[src/rtl/heap_alloc_if.sv]
// Request/response bundle between an allocator client and heap_alloc.
// The client drives the i_* strobes; the allocator drives the o_* results.
interface heap_alloc_if #(
    parameter int DATA_SZ = 16,
    parameter int ADDR_SZ = 8
);
    logic               i_alloc;
    logic               i_free;
    logic               i_rd;
    logic [ADDR_SZ-1:0] i_addr;
    logic [DATA_SZ-1:0] i_data;
    logic               o_busy;
    logic               o_done;
    logic [ADDR_SZ-1:0] o_addr;
    logic [DATA_SZ-1:0] o_rdata;
    logic [ADDR_SZ-1:0] o_count;
    logic               o_error;

    modport master (
        output i_alloc, i_free, i_rd, i_addr, i_data,
        input  o_busy, o_done, o_addr, o_rdata, o_count, o_error
    );

    modport slave (
        input  i_alloc, i_free, i_rd, i_addr, i_data,
        output o_busy, o_done, o_addr, o_rdata, o_count, o_error
    );
endinterface

[src/rtl/heap_alloc.sv]
// Cell allocator: bump pointer plus a LIFO free list whose links live
// inside the released cells. Address 0 is NIL and is never handed out.
module heap_alloc #(
    parameter int DATA_SZ = 16,
    parameter int ADDR_SZ = 8
) (
    input  logic        i_clk,
    input  logic        i_rst,
    heap_alloc_if.slave bus
);
    typedef enum logic [1:0] {IDLE, POP, DONE} state_t;
    typedef enum logic [2:0] {
        OP_NONE, OP_BUMP, OP_POPREQ, OP_POP,
        OP_FREE, OP_RECYC, OP_RD, OP_ERR
    } op_t;

    state_t             r_state;
    state_t             w_next;
    op_t                w_op;
    logic               w_seterr;
    logic               w_bad;
    logic               w_we;
    logic [ADDR_SZ-1:0] w_waddr;
    logic [DATA_SZ-1:0] w_wdata;

    logic [DATA_SZ-1:0] r_mem [1<<ADDR_SZ];
    logic [ADDR_SZ-1:0] r_link;
    logic [ADDR_SZ-1:0] r_top;
    logic [ADDR_SZ-1:0] r_head;
    logic [ADDR_SZ-1:0] r_count;
    logic [ADDR_SZ-1:0] r_addr;
    logic [DATA_SZ-1:0] r_rdata;
    logic [DATA_SZ-1:0] r_dlat;
    logic               r_err;

    // r_top == 0 means the bump pointer wrapped: every address is live
    assign w_bad = (bus.i_addr == '0) ||
                   ((r_top != '0) && (bus.i_addr >= r_top));

    always_comb begin
        w_next   = r_state;
        w_op     = OP_NONE;
        w_seterr = 1'b0;
        unique case (r_state)
            IDLE: begin
                if (bus.i_rd && (bus.i_alloc || bus.i_free))
                    w_seterr = 1'b1;
                else if (bus.i_alloc && bus.i_free)
                    w_op = w_bad ? OP_ERR : OP_RECYC;
                else if (bus.i_alloc)
                    w_op = (r_head != '0) ? OP_POPREQ :
                           (r_top == '0) ? OP_ERR : OP_BUMP;
                else if (bus.i_free)
                    w_op = w_bad ? OP_ERR : OP_FREE;
                else if (bus.i_rd)
                    w_op = w_bad ? OP_ERR : OP_RD;
                if (w_op == OP_POPREQ)
                    w_next = POP;
                else if (w_op != OP_NONE)
                    w_next = DONE;
            end
            POP: begin
                w_op   = OP_POP;
                w_next = DONE;
            end
            DONE:    w_next = IDLE;
            default: w_next = IDLE;
        endcase
        if (w_op == OP_ERR)
            w_seterr = 1'b1;
    end

    always_comb begin
        w_we    = 1'b0;
        w_waddr = '0;
        w_wdata = '0;
        case (w_op)
            OP_BUMP: begin
                w_we    = 1'b1;
                w_waddr = r_top;
                w_wdata = bus.i_data;
            end
            OP_POP: begin
                w_we    = 1'b1;
                w_waddr = r_head;
                w_wdata = r_dlat;
            end
            OP_FREE: begin
                w_we    = 1'b1;
                w_waddr = bus.i_addr;
                w_wdata = DATA_SZ'(r_head);
            end
            OP_RECYC: begin
                w_we    = 1'b1;
                w_waddr = bus.i_addr;
                w_wdata = bus.i_data;
            end
            default: ;
        endcase
    end

    always_ff @(posedge i_clk) begin
        if (i_rst)
            r_state <= IDLE;
        else
            r_state <= w_next;
    end

    always_ff @(posedge i_clk) begin
        if (w_we)
            r_mem[w_waddr] <= w_wdata;
        r_link <= r_mem[r_head][ADDR_SZ-1:0];
    end

    always_ff @(posedge i_clk) begin
        if (i_rst) begin
            r_top   <= ADDR_SZ'(1);
            r_head  <= '0;
            r_count <= '0;
            r_addr  <= '0;
            r_rdata <= '0;
            r_dlat  <= '0;
            r_err   <= 1'b0;
        end else begin
            case (w_op)
                OP_BUMP: begin
                    r_addr  <= r_top;
                    r_top   <= r_top + ADDR_SZ'(1);
                    r_count <= r_count + ADDR_SZ'(1);
                end
                OP_POPREQ: r_dlat <= bus.i_data;
                OP_POP: begin
                    r_addr  <= r_head;
                    r_head  <= r_link;
                    r_count <= r_count + ADDR_SZ'(1);
                end
                OP_FREE: begin
                    r_head  <= bus.i_addr;
                    r_count <= r_count - ADDR_SZ'(1);
                end
                OP_RECYC: r_addr  <= bus.i_addr;
                OP_RD:    r_rdata <= r_mem[bus.i_addr];
                OP_ERR:   r_addr  <= '0;
                default: ;
            endcase
            if (w_seterr)
                r_err <= 1'b1;
        end
    end

    assign bus.o_busy  = (r_state != IDLE);
    assign bus.o_done  = (r_state == DONE);
    assign bus.o_addr  = r_addr;
    assign bus.o_rdata = r_rdata;
    assign bus.o_count = r_count;
    assign bus.o_error = r_err;
endmodule

[src/flat_wrapper.sv]
// flat-port wrapper written by rule: the top's interface ports become plain ports
module heap_alloc_flat 
#(
    parameter int DATA_SZ = 16,
    parameter int ADDR_SZ = 8
)
  (i_clk, i_rst, bus_i_alloc, bus_i_free, bus_i_rd, bus_i_addr, bus_i_data, bus_o_busy, bus_o_done, bus_o_addr, bus_o_rdata, bus_o_count, bus_o_error);
  heap_alloc_if #(.DATA_SZ(DATA_SZ), .ADDR_SZ(ADDR_SZ)) bus_i ();
  input  logic i_clk;
  input  logic i_rst;
  input wire logic [$bits(bus_i.i_alloc)-1:0] bus_i_alloc;
  input wire logic [$bits(bus_i.i_free)-1:0] bus_i_free;
  input wire logic [$bits(bus_i.i_rd)-1:0] bus_i_rd;
  input wire logic [$bits(bus_i.i_addr)-1:0] bus_i_addr;
  input wire logic [$bits(bus_i.i_data)-1:0] bus_i_data;
  output wire logic [$bits(bus_i.o_busy)-1:0] bus_o_busy;
  output wire logic [$bits(bus_i.o_done)-1:0] bus_o_done;
  output wire logic [$bits(bus_i.o_addr)-1:0] bus_o_addr;
  output wire logic [$bits(bus_i.o_rdata)-1:0] bus_o_rdata;
  output wire logic [$bits(bus_i.o_count)-1:0] bus_o_count;
  output wire logic [$bits(bus_i.o_error)-1:0] bus_o_error;
  assign bus_i.i_alloc = bus_i_alloc;
  assign bus_i.i_free = bus_i_free;
  assign bus_i.i_rd = bus_i_rd;
  assign bus_i.i_addr = bus_i_addr;
  assign bus_i.i_data = bus_i_data;
  assign bus_o_busy = bus_i.o_busy;
  assign bus_o_done = bus_i.o_done;
  assign bus_o_addr = bus_i.o_addr;
  assign bus_o_rdata = bus_i.o_rdata;
  assign bus_o_count = bus_i.o_count;
  assign bus_o_error = bus_i.o_error;
  heap_alloc #(.DATA_SZ(DATA_SZ), .ADDR_SZ(ADDR_SZ)) u_core (.i_clk(i_clk), .i_rst(i_rst), .bus(bus_i));
endmodule
[config.mk]
export PLATFORM = sky130hd
export DESIGN_NAME = heap_alloc_flat
export DESIGN_NICKNAME = d
export VERILOG_FILES = /design/src/rtl/heap_alloc_if.sv /design/src/rtl/heap_alloc.sv /design/src/flat_wrapper.sv
export SDC_FILE = /design/constraint.sdc
export NUM_CORES = 2
export LEC_CHECK = 0
export CAP_MARGIN = 0
export CELL_PAD_IN_SITES_DETAIL_PLACEMENT = 1
export CELL_PAD_IN_SITES_GLOBAL_PLACEMENT = 1
export CORE_MARGIN = 10
export CORE_UTILIZATION = 50
export DETAILED_ROUTE_END_ITERATION = 16
export GPL_TIMING_DRIVEN = 0
export PLACE_DENSITY = 0.72
export SLEW_MARGIN = 25
export SYNTH_ARGS = -nofsm -noshare
export SYNTH_HDL_FRONTEND = slang
export SYNTH_SLANG_ARGS = --single-unit
[constraint.sdc]
create_clock -name i_clk -period 12.6 [get_ports i_clk]
set_input_delay 2.52 -clock i_clk [delete_from_list [all_inputs] [get_ports i_clk]]
set_output_delay 2.52 -clock i_clk [all_outputs]
set_load 0.05 [all_outputs]
======== Yosys cells after proc, flatten, opt, wreduce, memory -nomap -nowiden ========
Memories as Yosys holds them, arrays and structs flattened. A register that Yosys moved wholly into a read port is not among the register bits.
Index checks and enable logic that the tools add are counted.
word-level totals
  register bits after elaboration ......... 51
  RAM bits ................................ 4096
  bits of input ports ..................... 29
  output and inout port bits .............. 35
  memories ................................ 1
memory list
  memory        words  bits a word  rd ports  clocked after memory_dff  wr ports  line              source
  u_core.r_mem  256    16           2         2                         1         heap_alloc.sv:26  logic [DATA_SZ-1:0] r_mem [1<<ADDR_SZ];
cells by class
  add/sub/neg operators ................... 3
  order comparisons ....................... 1
  eq/ne operators ......................... 11
  multiplexer cells ....................... 26
  reductions and logical operators ........ 19
operators by type and width
  operator                                                               count
  16-bit one-hot mux with 3 select lines                                 1
  8-bit one-hot mux with 2 select lines                                  2
  8-bit one-hot mux with 4 select lines                                  1
  3-bit 2-to-1 mux                                                       8
  8-bit one-hot mux with 3 select lines                                  1
  8-bit by 1-bit adder with 8-bit output, second input constant          2
  8-bit zero test                                                        2
  8-bit nonzero test                                                     2
  3-bit equality test, second input constant                             4
  3-bit by 2-bit equality test with 1-bit output, second input constant  3
  8-bit greater-or-equal comparator                                      1
  2-bit 2-to-1 mux                                                       4
  8-bit by 1-bit subtractor with 8-bit output, second input constant     1
  1-bit 2-to-1 mux                                                       7
  3-bit one-hot mux with 2 select lines                                  1
  2-bit nonzero test                                                     3
  2-bit OR reduction                                                     3
  2-bit one-hot mux with 2 select lines                                  1
  4-bit nonzero test                                                     1
  4-bit OR reduction                                                     1
  3-bit by 1-bit equality test with 1-bit output, second input constant  1
  1-bit logical AND                                                      3
  3-bit by 1-bit != test with 1-bit output, second input constant        1
  3-bit nonzero test                                                     1
  4 further kinds                                                        5

======== Logic depth before layout (Yosys ltp) ========
  word-level depth ........................ 16
  depth in mapped cells ................... 25

======== Worst setup path before layout ========
OpenSTA, ideal clock, no wires.
  path kind ............................... input -> register
  start point ............................. in bus_i_addr[0]
  end point ............................... mem u_core.r_mem[0][10], data pin
  library setup time ...................... 0.864 ns
  arrival time ............................ 9.351 ns
  data required time ...................... 11.736 ns
  setup slack ............................. 2.385 ns
  stages .................................. 16
  path buffers ............................ 7
  cell sequence ........................... buf_2 buf_2 buf_2 buf_2 clkinv_1 clkbuf_1 clkbuf_1 ha_1 nand2b_1 a211o_1 a21oi_1 o211a_1 nor2_1 nor4_2 clkbuf_1 a22o_1
between the ends
  cells in the longest elaborated chain, start to end .. 14
RTL lines
  what                                                                                          line                source
  start, declared                                                                               flat_wrapper.sv:14  input wire logic [$bits(bus_i.i_addr)-1:0] bus_i_addr;
  8-bit greater-or-equal comparator                                                             heap_alloc.sv:38    ((r_top != '0) && (bus.i_addr >= r_top));
  1-bit logical AND                                                                             heap_alloc.sv:38
  1-bit logical OR (*)                                                                          heap_alloc.sv:37    assign w_bad = (bus.i_addr == '0) ||
  1-bit 2-to-1 mux                                                                              heap_alloc.sv:56    w_op = w_bad ? OP_ERR : OP_RD;
  3-bit 2-to-1 mux                                                                              heap_alloc.sv:55    else if (bus.i_rd)
  3-bit 2-to-1 mux                                                                              heap_alloc.sv:53    else if (bus.i_free)
  3-bit 2-to-1 mux                                                                              heap_alloc.sv:50    else if (bus.i_alloc)
  3-bit 2-to-1 mux (*)                                                                          heap_alloc.sv:48    else if (bus.i_alloc && bus.i_free)
  3-bit 2-to-1 mux (*)                                                                          heap_alloc.sv:46    if (bus.i_rd && (bus.i_alloc || bus.i_free))
  3-bit 2-to-1 mux (*)                                                                          heap_alloc.sv:44    unique case (r_state)
  3-bit one-hot mux with 2 select lines (*)                                                     heap_alloc.sv:44
  3-bit by 1-bit equality test with 1-bit output / 3-bit equality test (equally long branches)  heap_alloc.sv:77    case (w_op)
  2-bit OR reduction (no line)                                                                  --
  16-bit one-hot mux with 3 select lines (*)                                                    heap_alloc.sv:77
  net u_core.w_wdata[10]                                                                        heap_alloc.sv:24    logic [DATA_SZ-1:0] w_wdata;
  end, declared                                                                                 heap_alloc.sv:26
The timed path passes the listed nets; every way through them passes the cells marked *. The select of a mux whose other input is x is not followed.

======== Worst setup path in the final report ========
  start point ............................. in bus_i_addr[0]
  end point ............................... mem u_core.r_mem[120][1] (enable)
between the ends
  cells in the longest elaborated chain, start to end .. 16
RTL lines
  what                                               line               source
  8-bit greater-or-equal comparator                  heap_alloc.sv:38
  1-bit logical AND                                  heap_alloc.sv:38
  1-bit logical OR                                   heap_alloc.sv:37
  1-bit 2-to-1 mux                                   heap_alloc.sv:56
  3-bit 2-to-1 mux                                   heap_alloc.sv:55
  3-bit 2-to-1 mux                                   heap_alloc.sv:53
  3-bit 2-to-1 mux                                   heap_alloc.sv:50
  3-bit 2-to-1 mux                                   heap_alloc.sv:48
  3-bit 2-to-1 mux                                   heap_alloc.sv:46
  3-bit 2-to-1 mux                                   heap_alloc.sv:44
  3-bit one-hot mux with 2 select lines              heap_alloc.sv:44
  3-bit equality test, or another cell as far along  heap_alloc.sv:77
  4-bit OR reduction (no line)                       --
  1-bit 2-to-1 mux                                   heap_alloc.sv:77
  1-bit 2-to-1 mux                                   heap_alloc.sv:110  if (w_we)
  1-bit 2-to-1 mux (implied by the code)             heap_alloc.sv:111  r_mem[w_waddr] <= w_wdata;
Parallel ways exist; a longest one is shown, timed or not. The select of a mux whose other input is x is not followed.

==> summary.txt <==
Global routing
  – Overflow after GRT: 0
  – Largest net degree at the start of global routing: around 120
  – Total global-route track usage: 42.11%
  – Initial antenna violation count: 101
  – Global-route wire length before repair: 1037 mm
  – Vias in the first global route: 106700

Clock tree
  – CTS tree: done
  – Hold_buf cts: 0
  – Clk buf depth: 4
  – Clk_lat worst skew: 1090 ps
  – Setup Fix Bufs, Post-CTS: 0
  – # clock sinks: roughly 4200
  – Clk root buf: clkbuf_16
  – Post-CTS sizing: 0
  – Clock-pin slew on the worst setup and hold paths: 60 ps
  – CTS HTree Levels: 5
  – Total CTS buffers: about 430

Synthesis
  – Post-synth ARST share: 0%
  – Post-synth cell types: 78
  – Top_reg_cell synth: edfxtp_1
  – Synth Warn #: 0
  – Post-synth EDFFs: 4096
  – Mapped Area: about 180000 µm²
  – Syn Inst Count: 8621
  – Syn avg cell area: 20.41 µm²
  – FF+latch count, synth: 4171
  – Sequential fraction of the synthesis area: 70.77%
  – Post-Syn Nets: 8667

Cells and area
  – Layout cells sized above 1: 33.99%
  – Final #Nets: 9471
  – Commonest cells after routing, fill and taps aside: 4096 x edfxtp_1, 1664 x mux4_2, 433 x clkbuf_16
  – Most common cell after layout, fill and taps aside: edfxtp_1
  – Area delta synth->final: 16.44%

Pwr
  – Reg power frac: 45.9%
  – Sw Ratio: 28.42%
  – Internal cell power: roughly 24 mW
  – Leakage power: 63.06 nW
  – Pwr Density: 166.5 nW/µm²
  – Switch Pwr: 9.695 mW
  – Share of power burned in combinational logic: 15.9%
  – Peak supply drop: 0.1704 mV
  – Clock network fraction of total power: 38.2%

Die
  – Die Ht: 613.2 µm
  – CORE AREA: 350000 µm²
  – Die extent in x: 613.2 µm
  – # rows: 217
  – I/O pins: 64
  – Initial core utilization: between 50 and 60%
  – Full die area: 376000 µm²

Worst setup path
  – Worst Setup Path Type: input port to flop
  – R2R Path Start: u_core.r_head[0]
  – CP startpoint kind: input port
  – CP peak stage delay: 920 ps
  – Crit Reg-Reg Endpoint: u_core.r_mem[119][12]
  – R2R depth: 13
  – Flop-to-flop setup slack: ~5300 ps
  – Critical Path RT: 13340 ps
  – CP Cell Sequence: buf_2 > buf_2 > buf_2 > buf_2 > clkinv_1 > clkbuf_2 > buf_12 > clkbuf_1 > ha_1 > nand2b_1 > a211o_1 > a21oi_1 > o211a_1 > o211ai_1 > a21oi_1 > nand3_2 > buf_2 > nor2_2 > buf_6
  – CP Data Arrival Time: 12570 ps
  – Crit path from: bus_i_addr[0]
  – Crit-path max FO: 11
  – Worst path most repeated cell: buf_2
  – Critical path's slowest cell: buf_2
  – CP endpoint kind: flop

Detailed routing
  – Starting DRT DRC Count: roughly 23000
  – Via density per instance: 7.698
  – Post-route DRC: 0
  – Top layer in use: met5
  – M1 wire length: 253.5 mm
  – Met2 WL: roughly 330 mm
  – DR pass1 iterations: 9
  – Remaining antenna violation count: 0
  – Vias: 111500
  – Metal3 WL: 128.0 mm
  – Wire per inst: 55.25 µm
  – Total length of routed wires: 800.0 mm

Timing
  – Count of pins over their slew limit: 0
  – Max Fclk: about 85 MHz
  – Total Neg Setup Slack: 0 ps
  – RSZ-0062 raised after global routing: false
  – Hold Fails Final Rpt: 0
  – Final min period: 11820 ps
  – Final Cycle Share: 93.84%
  – Worst setup margin: approximately 780 ps
  – Worst-Margin Slew: between 1000 and 1500 ps
  – Relative slew slack: 9.914%
  – Final setup vio count: 0
  – Clock Skews: slightly above 80 ps

Place
  – Routability congestion estimate: 1.090
  – DP Wirelength: between 500 and 600 mm
  – Port Buf Inserts: 61
  – Setup WS pre-CTS: 366.8 ps

Outcome
  – Status: finished clean

Min path
  – Hold depth: 2
  – Hold Crit Endpoint: u_core.r_head[6]
  – Hold WC Path Type: flop to flop
  – Worst hold start: u_core.r_link[6]

Flow run
  – Max-cap violations: 0
## cell usage after synthesis (4+ instances only)
master	n	area, µm²
a211o_1	25	219.0
xnor2_1	11	96.34
a22oi_1	42	315.3
nor2_1	692	2597
inv_1	22	82.58
a22o_1	21	183.9
ha_1	16	200.2
o21a_1	5	37.54
nand4_1	12	75.07
a222oi_1	8	80.08
nand3_4	6	105.1
nand2_1	395	1483
o21ai_1	6	30.03
a21oi_1	51	255.2
a31oi_1	143	894.6
nor2b_1	8	50.05
and2_1	9	56.30
o211ai_1	31	232.7
nand3_1	71	355.3
o221ai_1	50	437.9
mux2i_1	25	250.2
a32oi_1	45	394.1
edfxtp_1	4096	123000
o21ai_0	217	1086
a311oi_1	16	140.1
a221oi_1	11	96.34
o22ai_1	138	863.3
nor3_1	14	70.07
or2_2	4	25.02
clkbuf_1	352	1321
buf_1	137	514.2
mux4_2	1664	37480
buf_2	125	625.6
a21o_1	5	37.54
nand2b_1	8	50.05
dfxtp_1	75	1501
## power groups by stage
stage / logic, mW / registers [mW] / clock network [mW]
final: 5.42 / 15.7 / 13.0
after global routing: 5.24 / 15.7 / 13.5
after CTS: 5.01 / 15.7 / 12.9
after detailed placement: 5.00 / 15.9 / 0
after global placement: 4.57 / 16.2 / 0
after floorplan: 2.10 / 16.1 / 0
## how the worst max path moves through the flow
stage          slack (ps)                   end
5_1_grt              1080  u_core.r_mem[120][4]
4_1_cts              1380  u_core.r_mem[120][4]
6_report              780  u_core.r_mem[120][1]
3_5_place_dp          370  u_core.r_mem[120][4]
3_3_place_gp        -8000  u_core.r_mem[156][9]
2_1_floorplan        2380   u_core.r_mem[0][10]
## metrics by stage
| step | util, % | std cells | hold WS (ps) | cell area, µm² | power (mW) |
|---|---|---|---|---|---|
| 4_1_cts | 58.44 | 14380 | 471.9 | 204500 | 33.60 |
| 3_5_place_dp | 54.44 | 13590 | 467.3 | 190500 | 20.95 |
| 2_1_floorplan | - | 8621 | 440.3 | 175900 | 18.17 |
| 6_report | 58.53 | 14480 | 475.8 | 204800 | 34.11 |
| 5_1_grt | 58.47 | 14400 | 493.8 | 204600 | 34.41 |
| 3_3_place_gp | 52.09 | 13280 | 458.6 | 182300 | 20.78 |
## kinds of logic (layout without fill, tap and decap cells)
kind of cell             Yosys count  in the layout  share of synthesized area, %
flip-flops                      4171           4171                         70.77
multiplexers                    1689           1689                         21.44
AND/OR/NAND/NOR                 1248           1248                         2.923
AO/OA/AOI/OAI                    842            842                         3.209
buffers and inverters            642           1806                         1.469
adder cells (fa/ha/maj)           17             17                        0.1252
XOR/XNOR                          12             12                       0.05974
other                              0             95                             0
## critical path: cells and delay by family
kind / cells / cell delay (ps)
buf+inv: 10 / 5850
compound gates: 5 / 1960
simple gates: 3 / 1620
fa+ha+maj: 1 / 490
## layout make-up
cell class | count | area (µm²)
diodes | 95 | 237.7
plain buffers | 617 | 2923
clock buffers | 535 | 11350
clock inverters | 258 | 2644
fillers | 29150 | 145100
inverters | 25 | 153.9
multi-input cells | 3808 | 50600
flip-flops and latches | 4171 | 124500
well taps | 4599 | 5754
repair buffers | 371 | 6681
## layer usage
| layer | track usage (%) | vias up |
|---|---|---|
| li1 | - | 38490 |
| met1 | 49.81 | 58780 |
| met2 | 57.27 | 11290 |
| met3 | 20.62 | 2860 |
| met4 | 35.75 | 33 |
| met5 | 1.579 | - |
## sequential cells by signal, summed over array words and instances, names as in the netlist
signal / count
u_core.bus.o_addr: 8
u_core.bus.o_count: 8
u_core.bus.o_error: 1
u_core.bus.o_rdata: 16
u_core.r_dlat: 16
u_core.r_head: 8
u_core.r_link: 8
u_core.r_mem: 4096
u_core.r_state: 2
u_core.r_top: 8
(Power assumes the default switching activity.)
